`config.mk`:
```
export PLATFORM = sky130hd
export DESIGN_NAME = operand_entry
export DESIGN_NICKNAME = d
export VERILOG_FILES = /design/src/rtl/operand_entry_pkg.sv /design/src/rtl/operand_entry_btn_debounce.sv /design/src/rtl/operand_entry.sv
export SDC_FILE = /design/constraint.sdc
export NUM_CORES = 1
export LEC_CHECK = 0
export ABC_CLOCK_PERIOD_IN_PS = 4000
export CORE_ASPECT_RATIO = 1.2
export CORE_MARGIN = 4
export CORE_UTILIZATION = 35
export DETAILED_ROUTE_END_ITERATION = 7
export GPL_ROUTABILITY_DRIVEN = 0
export HOLD_SLACK_MARGIN = 0.12
export PLACE_DENSITY_LB_ADDON = 0.3
export SYNTH_ARGS = -nofsm -noshare
export SYNTH_HDL_FRONTEND = slang
export SYNTH_SLANG_ARGS = --single-unit
export TNS_END_PERCENT = 20
```
`constraint.sdc`:
```
create_clock -name clk -period 4 [get_ports clk]
set_input_delay 0.8 -clock clk [delete_from_list [all_inputs] [get_ports clk]]
set_output_delay 0.8 -clock clk [all_outputs]
set_load 0.05 [all_outputs]
```
`src/rtl/operand_entry_pkg.sv`:
```
// Shared definitions for the calculator input front end: op codes (also used by the
// calculator core) and the operand-entry FSM state encoding.
package operand_entry_pkg;

    localparam logic [1:0] OP_NONE = 2'b00;
    localparam logic [1:0] OP_ADD  = 2'b01;
    localparam logic [1:0] OP_SUB  = 2'b10;

    typedef enum logic [1:0] {
        ST_ENTER_A = 2'd0,
        ST_ENTER_B = 2'd1,
        ST_LOADED  = 2'd2,
        ST_ISSUE   = 2'd3
    } state_t;

endpackage

```
`src/rtl/operand_entry_btn_debounce.sv`:
```
// Push-button conditioner: 2-FF synchroniser, hold-time debounce counter and a
// one-cycle pulse on each accepted press (stable 0->1). Rise-to-pulse is DEBOUNCE_CYCLES+3.
module btn_debounce
    import operand_entry_pkg::*;
#(
    parameter int DEBOUNCE_CYCLES = 8388608
) (
    input  logic clk,
    input  logic clr,
    input  logic raw,
    output logic press_pulse
);

    localparam int CW = $clog2(DEBOUNCE_CYCLES);

    logic          sync_p0;
    logic          sync_p1;
    logic          stable;
    logic          stable_q;
    logic [CW-1:0] cnt;

    always_ff @(posedge clk) begin
        if (clr) begin
            sync_p0     <= 1'b0;
            sync_p1     <= 1'b0;
            stable      <= 1'b0;
            stable_q    <= 1'b0;
            cnt         <= '0;
            press_pulse <= 1'b0;
        end else begin
            // synchroniser stage boundary
            sync_p0 <= raw;
            sync_p1 <= sync_p0;
            // any return to the stable level restarts the hold count
            if (sync_p1 == stable) begin
                cnt <= '0;
            end else if (cnt == CW'(DEBOUNCE_CYCLES - 1)) begin
                stable <= sync_p1;
                cnt    <= '0;
            end else begin
                cnt <= cnt + CW'(1);
            end
            stable_q    <= stable;
            press_pulse <= stable & ~stable_q;
        end
    end

endmodule

```
`src/rtl/operand_entry.sv`:
```
// Calculator input front end: debounced buttons drive serial MSB-first entry of
// operands A and B, op selection, and a valid/ready request to the calculator core.
module operand_entry
    import operand_entry_pkg::*;
#(
    parameter int WIDTH           = 4,
    parameter int DEBOUNCE_CYCLES = 8388608
) (
    input  logic                     clk,
    input  logic                     clr,
    input  logic                     x1,
    input  logic                     x0,
    input  logic                     add,
    input  logic                     sub,
    input  logic                     result,
    output logic [WIDTH-1:0]         op_a,
    output logic [WIDTH-1:0]         op_b,
    output logic [1:0]               op_code,
    output logic                     entering_b,
    output logic [$clog2(WIDTH)-1:0] bit_idx,
    output logic                     req_valid,
    input  logic                     req_ready
);

    localparam int IW = $clog2(WIDTH);

    logic [4:0] raw_btn;
    logic [4:0] pulse;
    logic       x1_p, x0_p, add_p, sub_p, result_p;

    assign raw_btn = {x1, x0, add, sub, result};
    assign {x1_p, x0_p, add_p, sub_p, result_p} = pulse;

    for (genvar g = 0; g < 5; g++) begin : g_btn
        btn_debounce #(.DEBOUNCE_CYCLES(DEBOUNCE_CYCLES)) u_btn (
            .clk         (clk),
            .clr         (clr),
            .raw         (raw_btn[g]),
            .press_pulse (pulse[g])
        );
    end

    state_t           state, state_n;
    logic [WIDTH-1:0] op_a_n, op_b_n;
    logic [1:0]       op_code_n;
    logic [IW-1:0]    bit_idx_n;
    logic             req_valid_n;
    logic             bit_one, bit_wr;

    assign bit_one    = x1_p & ~x0_p;
    assign bit_wr     = x1_p ^ x0_p;
    assign entering_b = (state == ST_ENTER_B);

    always_comb begin
        state_n     = state;
        op_a_n      = op_a;
        op_b_n      = op_b;
        op_code_n   = op_code;
        bit_idx_n   = bit_idx;
        req_valid_n = req_valid;

        // op select lands first so a same-cycle result press sees the new code
        if (state != ST_ISSUE) begin
            if (add_p && !sub_p) op_code_n = OP_ADD;
            else if (sub_p && !add_p) op_code_n = OP_SUB;
        end

        case (state)
            ST_ENTER_A, ST_ENTER_B: begin
                if (bit_wr) begin
                    if (state == ST_ENTER_A) op_a_n[bit_idx] = bit_one;
                    else                     op_b_n[bit_idx] = bit_one;
                    if (bit_idx == '0) begin
                        bit_idx_n = IW'(WIDTH - 1);
                        state_n   = (state == ST_ENTER_A) ? ST_ENTER_B : ST_LOADED;
                    end else begin
                        bit_idx_n = bit_idx - IW'(1);
                    end
                end
            end
            ST_LOADED: begin
                if (bit_wr) begin
                    op_a_n[WIDTH-1] = bit_one;
                    bit_idx_n       = IW'(WIDTH - 2);
                    state_n         = ST_ENTER_A;
                end else if (result_p && op_code_n != OP_NONE) begin
                    state_n     = ST_ISSUE;
                    req_valid_n = 1'b1;
                end
            end
            ST_ISSUE: begin
                if (req_ready) begin
                    req_valid_n = 1'b0;
                    state_n     = ST_ENTER_A;
                end
            end
            default: state_n = ST_ENTER_A;
        endcase
    end

    always_ff @(posedge clk) begin
        if (clr) begin
            state     <= ST_ENTER_A;
            op_a      <= '0;
            op_b      <= '0;
            op_code   <= OP_NONE;
            bit_idx   <= IW'(WIDTH - 1);
            req_valid <= 1'b0;
        end else begin
            state     <= state_n;
            op_a      <= op_a_n;
            op_b      <= op_b_n;
            op_code   <= op_code_n;
            bit_idx   <= bit_idx_n;
            req_valid <= req_valid_n;
        end
    end

endmodule

```
==> impl_metrics.ini <==
[cells_and_area]
final_cells = 1064
drive_gt1_frac = 0.06188
antenna_cells = 0
area_delta_synth_final_pct = 15.85
layout.nets = 814
fill_cells = 1890

[drt]
final_antenna_net_count = 0
drcViolationCount = 0
drt-initial-drc-count = 254
dr.pass1.iters = 5
wl_um = 12830
wl_per_cell_um = 12.05
vias = 5387
vias_per_cell = 5.063

[synthesis]
synth-async-reset-ratio = 0
ys_seq_area_frac = 0.4533
synth-edff-count = 0
syn_inst = 783
avgSynthCellArea_sq_um = 8.742
ys_types = 49
yosys_warnings = 0
ys_ff_latch = 155
syn_nets = 801
syn_area_sq_mm = 0.006845
ys.flop_type = dfxtp_1

[sta]
slew_viol_final = 0
slew_headroom = 0.3574
period_share = 0.6906
tightest_slew_ps = 960.7
fin_worst_skew_ps = 9.669
min_period_ps = 2763
rsz0062_at_grt = no
fmax_mhz = 362.0
tns_ps = 0
hold_violations = 0
setup_viol = 0

[power_and_ir_drop]
clockPowerShare = 0.531
leakage_nw = 2.407
irDropWorstVdd_v = 0.0003069
p_sw_mw = 0.6446
internal_power_mw = 2.746
seqPwrFrac = 0.458
switching_share = 0.1901
p_per_area_mw_per_mm2 = 427.6
power_frac_comb = 0.011

[cts]
clock_latency_ps = 420
postCtsSetupBuffers = 0
cts_buffers = 17
htreeDepth = 4
cts_resized = 0
holdBufCountCts = 0
cts.sinks = 155
clk_pin_slew_ps = 60
clock_path_buffers = 2
cts_tree = built
cts_root_buf = clkbuf_16

[die]
die_h_um = 161.2
start_util = 0.3591
die_area_sq_mm = 0.02187
io_pins = 22
num_rows = 55
fp.dieW_um = 135.7
core_area_sq_mm = 0.01906

[grt]
grt_use_total = 0.1213
gr-total-overflow = 0
grt_max_degree = 28
grt_pass1_vias = 4905
grt_pass1_wl_um = 22160
antenna_found_initial = 0

[setup_path]
required_ps = 3200
critPathKind = flop to primary output
path_cells = nor2b_1, clkdlybuf4s50_1
worstPathArrival_ps = 1960
crit_slowest_cell = clkdlybuf4s50_1
cp_max_fo = 9
endpoint_kind = primary output
crit_path_max_incr_delay_ps = 830
worstSetupStartpointType = flop

[placed_design]
dpl.cell_count = 1033
post-dp-hpwl_um = 8732
port_buffers = 21

[worst_hold_path]
hp-class = flop to flop

[run]
cap_viol_max_count = 0

[status]
status = complete, no violations
[path summary, 6_finish.rpt]
| path | cells after the start | endpoint | start | slack [ps] |
|---|---|---|---|---|
| setup / recovery | 2 | entering_b | state[0] | 1240 |
| hold / removal | 1 | g_btn[2].u_btn.press_pulse | g_btn[2].u_btn.stable_q | 380 |
| setup reg to reg | 5 | g_btn[4].u_btn.cnt[9] | g_btn[4].u_btn.cnt[0] | 1550 |
| hold reg to reg | 1 | g_btn[2].u_btn.press_pulse | g_btn[2].u_btn.stable_q | 380 |
[cell usage in the layout, fill, tap and decap left out, types with 5 or more instances in the layout]
master / instances
clkbuf_16: 17
nor2b_1: 18
and4_1: 13
nand2_1: 64
clkdlybuf4s50_1: 20
nand2b_1: 11
o21ai_0: 23
inv_1: 22
nor3_1: 28
bufinv_16: 6
buf_4: 5
or3_1: 19
xor2_1: 27
a211oi_1: 6
nor4_1: 13
or4_1: 28
nor2_1: 75
o31ai_1: 22
dfxtp_1: 155
and3_1: 9
and2_1: 6
a21oi_1: 44
nand4_1: 24
nand3_1: 51
ha_1: 10
xnor2_1: 40
[power by group through the flow]
stage               sequential (mW)  clock (mW)  combinational, mW
floorplan                      1.59           0             0.0222
detailed placement             1.59           0             0.0364
CTS                            1.55        1.86             0.0364
global placement               1.59           0             0.0368
global route                   1.55        1.91             0.0399
finish                         1.55        1.80             0.0357
[per-layer routing]
metal  share of wire  GRT usage  wire [um]
met5               0          0          0
met1            0.49     0.1565       6292
met4           0.016    0.04675        211
met2            0.47     0.1941       5979
met3           0.027    0.03146        343
[cells by family (layout without fill, tap and decap cells)]
family          count (synthesis)  after routing  synth area share
simple gates                  376            376            0.2963
flops                         155            155            0.4533
compound gates                117            117            0.1062
xor+xnor                       67             67           0.08573
buf+inv                        54             79           0.03436
fa+ha+maj                      10             10           0.01828
mux                             4              4          0.005849
[critical path: cells and delay by family (launching register included)]
family | cells | cell delay (ps)
buffers and inverters | 1 | 830
DFF | 1 | 480
and+or+nand+nor | 1 | 230
[synthesized netlist by cell type, types with 6 or more instances]
cell / number / area (sq um)
dfxtp_1: 155 / 3103
nor2_1: 75 / 281.5
nand2_1: 64 / 240.2
nand3_1: 51 / 255.2
a21oi_1: 44 / 220.2
xnor2_1: 40 / 350.3
nor3_1: 28 / 140.1
or4_1: 28 / 210.2
xor2_1: 27 / 236.5
nand4_1: 24 / 150.1
o21ai_0: 23 / 115.1
o31ai_1: 23 / 172.7
inv_1: 22 / 82.58
or3_1: 19 / 118.9
clkbuf_1: 18 / 67.56
nor2b_1: 18 / 112.6
nor4_1: 14 / 87.58
and4_1: 13 / 113.9
buf_2: 11 / 55.05
nand2b_1: 11 / 68.82
ha_1: 10 / 125.1
and3_1: 9 / 56.30
a211oi_1: 6 / 45.04
and2_1: 6 / 37.54
[registers in the layout, summed over array words and instances, names as in the netlist]
name	flops
g_btn.u_btn.sync_p1	5
req_valid	1
g_btn.u_btn.stable_q	5
state	2
op_b	4
g_btn.u_btn.sync_p0	5
g_btn.u_btn.press_pulse	5
g_btn.u_btn.stable	5
g_btn.u_btn.cnt	115
bit_idx	2
op_code	2
op_a	4
[per-stage QoR]
| step | setup WS [ps] | power [mW] | instance area [sq um] | hold WS, ps | util |
|---|---|---|---|---|---|
| floorplan | 1921 | 1.609 | 6845 | 367.4 | - |
| global placement | 1556 | 1.624 | 7267 | 370.5 | 0.3812 |
| detailed placement | 1543 | 1.624 | 7267 | 373.8 | 0.3812 |
| CTS | 1204 | 3.445 | 7930 | 382.1 | 0.4160 |
| global route | 1168 | 3.505 | 7930 | 384.1 | 0.4160 |
| finish | 1237 | 3.391 | 7930 | 377.3 | 0.4160 |
[layout make-up]
type / instances / area, sq um / area share
Timing Repair Buffer: 26 / 242.7 / 0.03061
Multi-Input combinational cell: 574 / 3518 / 0.4437
Inverter: 22 / 82.58 / 0.01041
Tap cell: 256 / 320.3 / 0.04039
Clock inverter: 12 / 220.2 / 0.02777
Clock buffer: 19 / 442.9 / 0.05585
Sequential cell: 155 / 3103 / 0.3913
Power figures use the tool's default switching activity.
